[config.mk]
export PLATFORM = sky130hd
export DESIGN_NAME = jtag_tap_responder_flat
export DESIGN_NICKNAME = d
export VERILOG_FILES = /design/src/rtl/jtag_pkg.sv /design/src/rtl/jtag_tap_responder_if.sv /design/src/rtl/jtag_pin_sync.sv /design/src/rtl/jtag_tap_responder.sv /design/src/flat_wrapper.sv
export SDC_FILE = /design/constraint.sdc
export NUM_CORES = 1
export LEC_CHECK = 0
export ABC_CLOCK_PERIOD_IN_PS = 2000
export CAP_MARGIN = 20
export CORE_ASPECT_RATIO = 0.6
export CORE_UTILIZATION = 35
export DETAILED_ROUTE_END_ITERATION = 8
export DONT_BUFFER_PORTS = 1
export GPL_TIMING_DRIVEN = 0
export PLACE_DENSITY = 0.47
export SLEW_MARGIN = 10
export SYNTH_ARGS = -nofsm -noshare
export SYNTH_HDL_FRONTEND = slang
export SYNTH_SLANG_ARGS = --single-unit
[constraint.sdc]
create_clock -name clk -period 2 [get_ports clk]
set_input_delay 0 -clock clk [delete_from_list [all_inputs] [get_ports clk]]
set_output_delay 0 -clock clk [all_outputs]
set_load 0.05 [all_outputs]
[src/rtl/jtag_pkg.sv]
// jtag_pkg: shared TAP state encoding, instruction codes and the TMS graph
// used by jtag_tap_responder. Instruction constants are 32 bits wide and are
// sized to IR_WIDTH at the point of use.
package jtag_pkg;

    typedef enum logic [3:0] {
        TEST_LOGIC_RESET = 4'd0,
        RUN_TEST_IDLE    = 4'd1,
        SELECT_DR        = 4'd2,
        CAPTURE_DR       = 4'd3,
        SHIFT_DR         = 4'd4,
        EXIT1_DR         = 4'd5,
        PAUSE_DR         = 4'd6,
        EXIT2_DR         = 4'd7,
        UPDATE_DR        = 4'd8,
        SELECT_IR        = 4'd9,
        CAPTURE_IR       = 4'd10,
        SHIFT_IR         = 4'd11,
        EXIT1_IR         = 4'd12,
        PAUSE_IR         = 4'd13,
        EXIT2_IR         = 4'd14,
        UPDATE_IR        = 4'd15
    } tap_state_t;

    typedef enum logic [1:0] {
        DR_BYPASS,
        DR_IDCODE,
        DR_USER
    } dr_sel_t;

    localparam logic [31:0] INSTR_IDCODE       = 32'd6;
    localparam logic [31:0] INSTR_USER         = 32'd2;
    localparam logic [31:0] INSTR_BYPASS       = '1;
    localparam logic [31:0] IR_CAPTURE_PATTERN = 32'd1;

    // Standard 1149.1 TMS transition graph.
    function automatic tap_state_t tap_next(tap_state_t s, logic tms);
        tap_state_t n;
        n = s;
        case (s)
            TEST_LOGIC_RESET: n = tms ? TEST_LOGIC_RESET : RUN_TEST_IDLE;
            RUN_TEST_IDLE:    n = tms ? SELECT_DR        : RUN_TEST_IDLE;
            SELECT_DR:        n = tms ? SELECT_IR        : CAPTURE_DR;
            CAPTURE_DR:       n = tms ? EXIT1_DR         : SHIFT_DR;
            SHIFT_DR:         n = tms ? EXIT1_DR         : SHIFT_DR;
            EXIT1_DR:         n = tms ? UPDATE_DR        : PAUSE_DR;
            PAUSE_DR:         n = tms ? EXIT2_DR         : PAUSE_DR;
            EXIT2_DR:         n = tms ? UPDATE_DR        : SHIFT_DR;
            UPDATE_DR:        n = tms ? SELECT_DR        : RUN_TEST_IDLE;
            SELECT_IR:        n = tms ? TEST_LOGIC_RESET : CAPTURE_IR;
            CAPTURE_IR:       n = tms ? EXIT1_IR         : SHIFT_IR;
            SHIFT_IR:         n = tms ? EXIT1_IR         : SHIFT_IR;
            EXIT1_IR:         n = tms ? UPDATE_IR        : PAUSE_IR;
            PAUSE_IR:         n = tms ? EXIT2_IR         : PAUSE_IR;
            EXIT2_IR:         n = tms ? UPDATE_IR        : SHIFT_IR;
            UPDATE_IR:        n = tms ? SELECT_DR        : RUN_TEST_IDLE;
            default:          n = TEST_LOGIC_RESET;
        endcase
        return n;
    endfunction

endpackage

[src/rtl/jtag_tap_responder_if.sv]
// jtag_tap_responder_if: JTAG pins plus the fabric-side user DR bridge.
// master = initiator/fabric side, slave = the TAP responder.
interface jtag_tap_responder_if #(
    parameter int IR_WIDTH   = 10,
    parameter int USER_WIDTH = 8
);
    logic                   tck;
    logic                   tms;
    logic                   tdi;
    logic                   tdo;
    logic                   tdo_en;
    jtag_pkg::tap_state_t   tap_state;
    logic [IR_WIDTH-1:0]    ir_value;
    logic [USER_WIDTH-1:0]  user_capture_data;
    logic [USER_WIDTH-1:0]  user_update_data;
    logic                   user_update_valid;

    modport master (
        output tck, tms, tdi, user_capture_data,
        input  tdo, tdo_en, tap_state, ir_value, user_update_data, user_update_valid
    );

    modport slave (
        input  tck, tms, tdi, user_capture_data,
        output tdo, tdo_en, tap_state, ir_value, user_update_data, user_update_valid
    );
endinterface

[src/rtl/jtag_pin_sync.sv]
// jtag_pin_sync: 2-flop synchronizer plus one delay flop for tck/tms/tdi.
// Edge strobes are registered so they line up with the delayed tms/tdi.
module jtag_pin_sync (
    input  logic clk,
    input  logic rst,
    input  logic tck,
    input  logic tms,
    input  logic tdi,
    output logic tck_rise,
    output logic tck_fall,
    output logic tms_s,
    output logic tdi_s
);
    // [0],[1] synchronizer, [2] delay stage
    logic [2:0] tck_p;
    logic [2:0] tms_p;
    logic [2:0] tdi_p;

    // Shift the pins through the pipeline and strobe tck edges at the delay stage.
    always_ff @(posedge clk) begin
        if (rst) begin
            tck_p    <= '0;
            tms_p    <= '0;
            tdi_p    <= '0;
            tck_rise <= 1'b0;
            tck_fall <= 1'b0;
        end else begin
            tck_p    <= {tck_p[1:0], tck};
            tms_p    <= {tms_p[1:0], tms};
            tdi_p    <= {tdi_p[1:0], tdi};
            tck_rise <= tck_p[1] & ~tck_p[2];
            tck_fall <= ~tck_p[1] & tck_p[2];
        end
    end

    assign tms_s = tms_p[2];
    assign tdi_s = tdi_p[2];
endmodule

[src/rtl/jtag_tap_responder.sv]
// jtag_tap_responder: oversampled IEEE 1149.1 TAP target with IR, IDCODE,
// BYPASS and an optional user DR. Define JTAG_TAP_USER_DR_EN to build the
// user DR; otherwise USER decodes to BYPASS and the user outputs are 0.
module jtag_tap_responder
    import jtag_pkg::*;
#(
    parameter int          IR_WIDTH     = 10,
    parameter logic [31:0] IDCODE_VALUE = 32'h1234_5679,
    parameter int          USER_WIDTH   = 8
) (
    input logic                 clk,
    input logic                 rst,
    jtag_tap_responder_if.slave jtag
);
    localparam logic [IR_WIDTH-1:0] IR_IDCODE  = IR_WIDTH'(INSTR_IDCODE);
    localparam logic [IR_WIDTH-1:0] IR_CAPTURE = IR_WIDTH'(IR_CAPTURE_PATTERN);

    logic                tck_rise;
    logic                tck_fall;
    logic                tms_s;
    logic                tdi_s;
    tap_state_t          state_q;
    tap_state_t          state_d;
    logic [IR_WIDTH-1:0] ir_shift_q;
    logic [IR_WIDTH-1:0] ir_value_q;
    logic [31:0]         idcode_shift_q;
    logic                bypass_q;
    logic                user_lsb;
    dr_sel_t             dr_sel;
    logic                dr_lsb;
    logic                tdo_q;

    jtag_pin_sync u_pin_sync (
        .clk      (clk),
        .rst      (rst),
        .tck      (jtag.tck),
        .tms      (jtag.tms),
        .tdi      (jtag.tdi),
        .tck_rise (tck_rise),
        .tck_fall (tck_fall),
        .tms_s    (tms_s),
        .tdi_s    (tdi_s)
    );

    // TAP state register.
    always_ff @(posedge clk) begin
        if (rst) state_q <= TEST_LOGIC_RESET;
        else     state_q <= state_d;
    end

    // Next state: follow the TMS graph on each synchronized tck rise.
    always_comb begin
        state_d = state_q;
        if (tck_rise) state_d = tap_next(state_q, tms_s);
    end

    // Instruction shift register and latched instruction.
    always_ff @(posedge clk) begin
        if (rst) begin
            ir_shift_q <= '0;
            ir_value_q <= IR_IDCODE;
        end else begin
            if (tck_rise) begin
                case (state_q)
                    CAPTURE_IR: ir_shift_q <= IR_CAPTURE;
                    SHIFT_IR:   ir_shift_q <= {tdi_s, ir_shift_q[IR_WIDTH-1:1]};
                    UPDATE_IR:  ir_value_q <= ir_shift_q;
                    default: ;
                endcase
            end
            if (state_q == TEST_LOGIC_RESET) ir_value_q <= IR_IDCODE;
        end
    end

    // Decode the active data register from the latched instruction.
    always_comb begin
        dr_sel = DR_BYPASS;
        if (ir_value_q == IR_IDCODE) dr_sel = DR_IDCODE;
`ifdef JTAG_TAP_USER_DR_EN
        else if (ir_value_q == IR_WIDTH'(INSTR_USER)) dr_sel = DR_USER;
`endif
    end

    // IDCODE and BYPASS have no side effects, so they capture/shift regardless of selection.
    always_ff @(posedge clk) begin
        if (rst) begin
            idcode_shift_q <= '0;
            bypass_q       <= 1'b0;
        end else if (tck_rise) begin
            case (state_q)
                CAPTURE_DR: begin
                    idcode_shift_q <= IDCODE_VALUE;
                    bypass_q       <= 1'b0;
                end
                SHIFT_DR: begin
                    idcode_shift_q <= {tdi_s, idcode_shift_q[31:1]};
                    bypass_q       <= tdi_s;
                end
                default: ;
            endcase
        end
    end

`ifdef JTAG_TAP_USER_DR_EN
    logic [USER_WIDTH-1:0] user_shift_q;
    logic [USER_WIDTH-1:0] user_update_q;
    logic                  user_valid_q;

    // User DR: capture from fabric, shift, and publish with a one-cycle strobe on update.
    always_ff @(posedge clk) begin
        if (rst) begin
            user_shift_q  <= '0;
            user_update_q <= '0;
            user_valid_q  <= 1'b0;
        end else begin
            user_valid_q <= 1'b0;
            if (tck_rise && dr_sel == DR_USER) begin
                case (state_q)
                    CAPTURE_DR: user_shift_q <= jtag.user_capture_data;
                    SHIFT_DR:   user_shift_q <= {tdi_s, user_shift_q[USER_WIDTH-1:1]};
                    UPDATE_DR: begin
                        user_update_q <= user_shift_q;
                        user_valid_q  <= 1'b1;
                    end
                    default: ;
                endcase
            end
        end
    end

    assign user_lsb               = user_shift_q[0];
    assign jtag.user_update_data  = user_update_q;
    assign jtag.user_update_valid = user_valid_q;
`else
    logic unused_user_capture;
    assign unused_user_capture    = ^jtag.user_capture_data;
    assign user_lsb               = 1'b0;
    assign jtag.user_update_data  = '0;
    assign jtag.user_update_valid = 1'b0;
`endif

    // Serial output bit of the selected data register.
    always_comb begin
        dr_lsb = bypass_q;
        case (dr_sel)
            DR_IDCODE: dr_lsb = idcode_shift_q[0];
            DR_USER:   dr_lsb = user_lsb;
            default: ;
        endcase
    end

    // TDO is re-launched on tck fall and holds outside the shift states.
    always_ff @(posedge clk) begin
        if (rst) begin
            tdo_q <= 1'b0;
        end else if (tck_fall) begin
            if (state_q == SHIFT_IR)      tdo_q <= ir_shift_q[0];
            else if (state_q == SHIFT_DR) tdo_q <= dr_lsb;
        end
    end

    assign jtag.tdo       = tdo_q;
    assign jtag.tdo_en    = (state_q == SHIFT_IR) || (state_q == SHIFT_DR);
    assign jtag.tap_state = state_q;
    assign jtag.ir_value  = ir_value_q;
endmodule

[src/flat_wrapper.sv]
// flat-port wrapper written by rule: the top's interface ports become plain ports
module jtag_tap_responder_flat import jtag_pkg::*;
#(
    parameter int          IR_WIDTH     = 10,
    parameter logic [31:0] IDCODE_VALUE = 32'h1234_5679,
    parameter int          USER_WIDTH   = 8
)
  (clk, rst, jtag_tck, jtag_tms, jtag_tdi, jtag_user_capture_data, jtag_tdo, jtag_tdo_en, jtag_tap_state, jtag_ir_value, jtag_user_update_data, jtag_user_update_valid);
  jtag_tap_responder_if #(.IR_WIDTH(IR_WIDTH), .USER_WIDTH(USER_WIDTH)) jtag_i ();
  input logic clk;
  input logic rst;
  input wire logic [$bits(jtag_i.tck)-1:0] jtag_tck;
  input wire logic [$bits(jtag_i.tms)-1:0] jtag_tms;
  input wire logic [$bits(jtag_i.tdi)-1:0] jtag_tdi;
  input wire logic [$bits(jtag_i.user_capture_data)-1:0] jtag_user_capture_data;
  output wire logic [$bits(jtag_i.tdo)-1:0] jtag_tdo;
  output wire logic [$bits(jtag_i.tdo_en)-1:0] jtag_tdo_en;
  output wire logic [$bits(jtag_i.tap_state)-1:0] jtag_tap_state;
  output wire logic [$bits(jtag_i.ir_value)-1:0] jtag_ir_value;
  output wire logic [$bits(jtag_i.user_update_data)-1:0] jtag_user_update_data;
  output wire logic [$bits(jtag_i.user_update_valid)-1:0] jtag_user_update_valid;
  assign jtag_i.tck = jtag_tck;
  assign jtag_i.tms = jtag_tms;
  assign jtag_i.tdi = jtag_tdi;
  assign jtag_i.user_capture_data = jtag_user_capture_data;
  assign jtag_tdo = jtag_i.tdo;
  assign jtag_tdo_en = jtag_i.tdo_en;
  assign jtag_tap_state = jtag_i.tap_state;
  assign jtag_ir_value = jtag_i.ir_value;
  assign jtag_user_update_data = jtag_i.user_update_data;
  assign jtag_user_update_valid = jtag_i.user_update_valid;
  jtag_tap_responder #(.IR_WIDTH(IR_WIDTH), .IDCODE_VALUE(IDCODE_VALUE), .USER_WIDTH(USER_WIDTH)) u_core (.clk(clk), .rst(rst), .jtag(jtag_i));
endmodule
======== Word-level counts from Yosys, hierarchy flattened ========
Cells that the tools add are included.
word-level totals
  flip-flop bits (word level) ............. 69
  input bits .............................. 13
operators by class
  bitwise logic cells ..................... 4
  mux-type cells .......................... 20
  equality and inequality tests ........... 18
  reductions and logical operators ........ 13
operators by type and width
  kind                 number
  $pmux 32 s2          1
  $pmux 4 s12          1
  $eq 4x4->1 const B   8
  $pmux 10 s2          1
  $eq 4x3->1 const B   4
  $mux 4               4
  $eq 10x3->1 const B  1
  $eq 4x2->1 const B   2
  $reduce_and 2->1     4
  $mux 1               6
  $mux 2               3
  $mux 3               2
  $reduce_bool 2->1    3
  $reduce_or 2->1      3
  $eq 4x1->1 const B   1
  $logic_not 4->1      1
  $pmux 1 s2           2
  $reduce_or 3->1      1
  $and 1x1->1          2
  $eq 1x2->1 const B   1
  $not 1->1            2
  $eq 1x1->1 const B   1
  $logic_or 1x1->1     1

======== Depth between registers and ports, before layout ========
Gate-level depths: netlist of run 1.
  word-level depth ........................ 6
  gate-level depth with buffers ........... 7
  mapped depth without buffers ............ 4

======== Modules after synthesis ========
From an unflattened synthesis of run 1, not the netlist that was laid out.
second synthesis, totals
  cells, all modules ...................... 304
  area total of the unflattened synthesis .. 2780.2 um^2
modules (own cells, without submodules)
  module              area an instance (um^2)  cells each  instances  sequential area each (um^2)
  jtag_tap_responder  2467.4                   281         1          1141.1
  jtag_pin_sync       312.8                    23          1          220.2

======== Worst setup path before layout of run 1 ========
Ideal clock, no wire load.
  path type ............................... register to register
  from .................................... register u_core.state_q[1], in the netlist u_core.jtag.tap_state[1]
  to ...................................... register u_core.tdo_q, in the netlist u_core.jtag.tdo
  library setup time ...................... 0.103 ns
  arrival ................................. 2.023 ns
  required time ........................... 1.897 ns
  slack ................................... -0.126 ns
  cell stages (with the launch flop) ...... 6
  path buffers ............................ 1
  cells stage by stage .................... dfxtp_1 > buf_2 > nand4b_1 > nand2_1 > a21oi_1 > a2111oi_2
between the ends
  longest elaborated chain between the ends .. 3
  elaborated cells between the ends (all ways) .. 5
  those cells by class .................... 2 x eq/ne; 1 x mux; 2 x reduce/logical
ends and longest elaborated chain
  item                                      RTL line                                              source
  start, declared                           jtag_tap_responder.sv:22                              tap_state_t state_q;
  start signal, assigned                    jtag_tap_responder.sv:48                              else state_q <= state_d;
  $eq 4x3->1 or $eq 4x4->1 (tied branches)  jtag_tap_responder.sv:158, jtag_tap_responder.sv:157
  $reduce_bool 2->1 (no line)               --
  $reduce_and 2->1 (no line)                --
  end signal, assigned                      jtag_tap_responder.sv:157                             if (state_q == SHIFT_IR) tdo_q <= ir_shift_q[0];
  end signal, assigned                      jtag_tap_responder.sv:158                             else if (state_q == SHIFT_DR) tdo_q <= dr_lsb;
  end, declared                             jtag_tap_responder.sv:31                              logic tdo_q;
Parallel ways exist; a longest one is shown, timed or not.
A chain may end at the register's enable or synchronous reset.

======== Worst setup path after layout of run 1 ========
  from .................................... register u_core.state_q[2], in the netlist u_core.jtag.tap_state[2]
  to ...................................... register u_core.tdo_q, in the netlist u_core.jtag.tdo
The elaborated chain is that of the path after synthesis.

==> results of run 1 <==
what timing repair did:
| item | 4_1_cts | 5_1_grt |
|---|---|---|
| gates cloned | 0 | 0 |
| gates resized for setup | 5 | 5 |
| hold buffers | 4 | 0 |
| endpoints found under the hold margin | 5 | 0 |
| endpoints found under the setup margin | 31 | 23 |
layout by cell type, fill, tap and decap left out, types with 3 or more instances in the layout:
cell           netlist  routed
buf_4                9       9
dfxtp_1             68      64
o21ai_1              3       3
nor2b_1             26      26
nor2_1              45      45
buf_2                7       7
a22oi_1             27      27
nand2_1             16      15
clkbuf_16            0       9
nor3_1              16      16
a21oi_1             12      12
inv_1                4       4
dlygate4sd3_1        0       4
dfxtp_2              0       3
o21ai_0             14      14
clkbuf_1            15      17
nor3b_1              3       3
conb_1               1       9
final timing paths:
kind                              start  slack (ps)  cells past startpoint                          to
max reg2reg    u_core.jtag.tap_state[2]         120                      4             u_core.jtag.tdo
max            u_core.jtag.tap_state[2]         120                      4             u_core.jtag.tdo
min                                 rst          90                      2  u_core.u_pin_sync.tck_p[0]
min reg2reg  u_core.u_pin_sync.tck_p[2]         410                      1  u_core.u_pin_sync.tck_rise
through the flow:
step	cells	setup slack, ps	TNS, ps	util, %
CTS	431	15.3	0	42.8
floorplan	307	6.95	0	-
detailed placement	411	-290	-2680	38.5
global placement	411	-318	-2520	38.5
global route	431	18.8	0	42.9
finish	431	118	0	42.9
registers in the layout, summed over array words and instances, names as in the netlist:
register                    count
u_core.jtag.ir_value           10
u_core.u_pin_sync.tck_fall      1
u_core.jtag.tdo                 1
u_core.u_pin_sync.tms_p         3
u_core.u_pin_sync.tck_p         3
u_core.u_pin_sync.tck_rise      1
u_core.idcode_shift_q          32
u_core.ir_shift_q              10
u_core.jtag.tap_state           4
u_core.u_pin_sync.tdi_p         3
synthesized netlist by cell type:
library cell   n  area, µm²
a2111oi_0      2       17.5
nor4b_1        1       8.76
nor4_1         1       6.26
a21o_1         1       7.51
nor2_2         2       12.5
dfxtp_1       68       1360
o21ai_0       14       70.1
a221oi_1       1       8.76
buf_2          7       35.0
nand3b_1       2       15.0
nor3_1        16       80.1
clkbuf_1      15       56.3
inv_1          4       15.0
nand4b_1       2       17.5
a22oi_1       27        203
and3b_1        1       8.76
a21oi_1       12       60.1
a211oi_1       2       15.0
inv_2          1       3.75
nor3b_2        1       12.5
nor3b_1        3       22.5
a2111oi_2      1       15.0
o21ai_1        3       15.0
a32oi_1        1       8.76
or4b_1         1       10.0
nand2_1       16       60.1
a31oi_1        2       12.5
o21bai_1       1       7.51
and2_1         1       6.26
a41o_1         1       10.0
conb_1         1       3.75
nand4_1        1       6.26
xnor2_1        1       8.76
nand3_1        2       10.0
buf_4          9       67.6
nor2b_1       26        163
nor2_1        45        169
mux2i_1        2       20.0
o211a_1        1       10.0
or2_1          1       6.26
routing by layer:
layer  global-route usage [%]  vias up
li1                         -     1068
met1                     24.3      981
met2                     22.2       36
met3                     8.13        7
met4                     6.06        0
met5                        0        -
critical path: stages (launching register included):
cell       delay, ps
dfxtp_2          580
or4b_1           530
nand2_4          200
a21oi_1          110
a2111oi_2        350
power groups by stage:
stage          clock network [mW]  registers (mW)  logic [mW]
2_1_floorplan                   0            1.40      0.0832
3_5_place_dp                    0            1.40      0.0964
3_3_place_gp                    0            1.40      0.0959
5_1_grt                      1.52            1.37       0.111
6_report                     1.41            1.37       0.102
4_1_cts                      1.45            1.37       0.103
logic make-up after synthesis:
family,synth area share [%]
xor+xnor,0.331
buf+inv,6.71
compound gates,17.4
other cells,0.142
simple gates,23.2
mux,0.757
flops,51.4
area by class of cell:
type,count,area (µm²)
plain buffers,31,161
clock buffers,14,254
clock inverters,2,10.0
fillers,724,4170
inverters,5,18.8
multi-input cells,203,1140
flip-flops and latches,68,1370
well taps,104,130
repair buffers,4,40.0
==> results_dict.tcl, run 1 <==
set metrics [dict create \
    outcome "finished, final reports clean" \
    antenna_found_initial 0 \
    detail_route.vias_per_cell 4.85 \
    clkPwrFrac_pct 48.8 \
    clock_latency_ps 330 \
    die_h_um 69.4 \
    maxSlewHeadroom_pct 60.4 \
    clock.fmax_ghz 0.531 \
    worstSetupPathType "reg2reg" \
    rsz0062_at_grt "false" \
    drc 0 \
    cts_max_level 3 \
    fin_total_pwr_mw 2.88 \
    switchingPower_mw 0.616 \
    portBuffers 0 \
    num_antenna_cells 0 \
    grt_util_all_layers_pct 17.1 \
    p_leak_nw 1.15 \
    syn_area_um2 2650 \
    wl_met1_um 3130 \
    crit_fanout 10 \
    die_w_um 114 \
    met2_length_um 2350 \
    peakVddDrop_mv 0.506 \
    wl_met3_um 344 \
    vias 2092 \
    postPlaceCellArea_um2 2810 \
    final_area_um2 3130 \
    grt_pass1_vias 2003 \
    core_area_um2 7300 \
    cts_root_buffer "clkbuf_16" \
    p_int_mw 2.26 \
    synth_warnings 0 \
    wire_per_inst_um 13.7 \
    final_max_slew_viol_count 0 \
    period_share_pct 94.1 \
    ant_nets 0 \
    dieArea_um2 7920 \
    cts_tree "yes" \
    dp_hpwl_um 3940 \
    wl_um 5910 \
    ys_ff_latch 68 \
    endpoint_kind "flop" \
    drive_gt1_share_pct 12.2 \
    hold_path_class "in2reg" \
    grt_max_degree 11 \
    tightest_slew_ps 594 \
    start_util_pct 36.3 \
    p_comb_share_pct 3.5 \
    io-pin-count 38 \
    synth.distinct_cells 40 \
    clk_path_buf_depth 2 \
    gr-total-overflow 0 \
    netlist_instances 299 \
    maxCapViolCount 0 \
    critPathRequiredTime_ps 2220 \
    routed.top_layer "met4" \
    dr.pass1.iters 4 \
    hold_viol 0 \
    postCtsSetupBuffers 0 \
    cp.arrival_ps 2100 \
    p_seq_share_pct 47.6 \
    power_density_nw_per_um2 920 \
    grt_first_pass_wirelength_um 10200 \
    numClockSinks 68 \
    finClkSkew_ps 4.74 \
    syn_avg_cell_area_um2 8.85 \
    synthToLayoutAreaGrowth_pct 18.2 \
    nets 335 \
    gp_congestion 0.777 \
    finalSetupViolCount 0 \
    worst_setup_path_start_kind "flop" \
    period_minus_slack_ps 1880 \
    row_count 24 \
    clk_pin_slew_worst_paths_ps 50 \
    drt_iter0_drc 96 \
    holdWs_ps 86.2 \
    switching_share_pct 21.4 \
    cts_buffers 9 \
    ys_seq_area_share_pct 51.4 \
]
No activity file was read; power rests on OpenSTA's default activity.
==> run 2, diff against run 1 <==
--- a/config.mk
+++ b/config.mk
@@ -8,11 +8,11 @@
 export ABC_CLOCK_PERIOD_IN_PS = 2000
 export CAP_MARGIN = 20
 export CORE_ASPECT_RATIO = 0.6
-export CORE_UTILIZATION = 35
+export CORE_UTILIZATION = 44
 export DETAILED_ROUTE_END_ITERATION = 8
 export DONT_BUFFER_PORTS = 1
 export GPL_TIMING_DRIVEN = 0
-export PLACE_DENSITY = 0.47
+export PLACE_DENSITY = 0.57
 export SLEW_MARGIN = 10
 export SYNTH_ARGS = -nofsm -noshare
 export SYNTH_HDL_FRONTEND = slang
==> results_dict.tcl, run 2 (same netlist as run 1, synthesis figures left out) <==
set metrics [dict create \
    outcome "finished, final reports clean" \
    drc 0 \
    cts_root_buffer "clkbuf_8" \
    gr-total-overflow 0 \
    maxCapViolCount 0 \
    hold_path_class "in2reg" \
    regMostFlops "u_core.idcode_shift_q" \
    grt_max_degree 12 \
    grt_first_pass_wirelength_um 8970 \
    p_leak_nw 1.13 \
    period_share_pct 92.7 \
    tns_ps 0 \
    dp_hpwl_um 3680 \
    clk_pin_slew_worst_paths_ps 70 \
    final_max_slew_viol_count 0 \
    endpoint_kind "flop" \
    numClockSinks 68 \
    drt_iter0_drc 84 \
    cp.arrival_ps 2100 \
    final_common_cell "dfxtp_1" \
    dr.pass1.iters 5 \
    fin_total_pwr_mw 2.69 \
    layout_common_cells "64 x dfxtp_1, 45 x nor2_1, 27 x a22oi_1, 26 x nor2b_1, 16 x nor3_1" \
    core_area_um2 5680 \
    utilization_pct 54.0 \
    worst_setup_path_start_kind "flop" \
    antenna_found_initial 0 \
    vias 2075 \
    hold_viol 0 \
    wire_per_inst_um 13.5 \
    io-pin-count 38 \
    critPathRequiredTime_ps 2250 \
    clock.fmax_ghz 0.539 \
    period_minus_slack_ps 1850 \
    postPlaceCellArea_um2 2780 \
    nets 336 \
    clk_path_buf_depth 2 \
    ant_nets 0 \
    largest_reg_flops 32 \
    finClkSkew_ps 6.99 \
    holdWs_ps 68.0 \
    cts_buffers 9 \
    worstSetupPathType "reg2reg" \
    grt_pass1_vias 1854 \
    num_antenna_cells 0 \
    power_density_nw_per_um2 879 \
    grt_util_all_layers_pct 19.3 \
    drive_gt1_share_pct 13.1 \
    cts_tree "yes" \
    detail_route.vias_per_cell 5.09 \
    hold_depth 2 \
    crit_fanout 10 \
    portBuffers 0 \
    die_w_um 102 \
    maxSlewHeadroom_pct 63.2 \
    cts_max_level 3 \
    synthToLayoutAreaGrowth_pct 15.7 \
    final_area_um2 3060 \
    finalSetupViolCount 0 \
    wl_um 5500 \
    peakVddDrop_mv 0.355 \
    tightest_slew_ps 551 \
    row_count 21 \
    start_util_pct 46.6 \
    rsz0062_at_grt "false" \
    gp_congestion 0.823 \
    die_h_um 62.1 \
    dieArea_um2 6340 \
    clock_latency_ps 340 \
    rr_worst_depth 4 \
]
[run 2: area by class of cell]
class	instances	area (µm²)
tap	80	100
clock inverter	3	42.5
sequential	68	1370
clock buffer	13	179
multi-input combinational	203	1150
inverter	5	18.8
timing repair buffer	5	47.5
buffer	31	159
fill	548	2610
[run 2: critical path: stages (launching register included)]
cell and delay, ps:
dfxtp_2 590, or4b_1 530, nand2_4 200, a21oi_1 110
a2111oi_2 330
[run 2: what timing repair did]
action / CTS / global route
endpoints found under the hold margin: 5 / 0
hold buffers: 4 / 0
setup endpoints to repair: 31 / 10
cloned: 0 / 0
setup buffers: 0 / 1
gates resized for setup: 5 / 1
pin swaps: 0 / 0
[run 2: per-stage QoR]
step | cells | setup slack, ps
floorplan | 307 | 6.95
global placement | 387 | -215
detailed placement | 387 | -258
CTS | 407 | 57.6
global route | 408 | 9.18
finish | 408 | 146
[run 2: layer usage]
metal | wire length [µm] | global-route usage, % | vias to the layer above
li1 | - | - | 1070
met1 | 2970 | 26.8 | 952
met2 | 2110 | 26.2 | 45
met3 | 341 | 7.94 | 8
met4 | 82 | 7.96 | 0
met5 | 0 | 0 | -
[run 2: power by group]
group | internal, mW | leakage, nW | switching [mW]
clock | 0.710 | 0.112 | 0.513
combinational | 0.0295 | 0.468 | 0.0720
sequential | 1.36 | 0.551 | 0.00674
[run 2: worst paths after layout]
kind	start	endpoint	slack [ps]
min reg2reg	u_core.u_pin_sync.tck_p[2]	u_core.u_pin_sync.tck_rise	400
max reg2reg	u_core.jtag.tap_state[2]	u_core.jtag.tdo	150
max	u_core.jtag.tap_state[2]	u_core.jtag.tdo	150
min	rst	u_core.u_pin_sync.tdi_p[1]	70
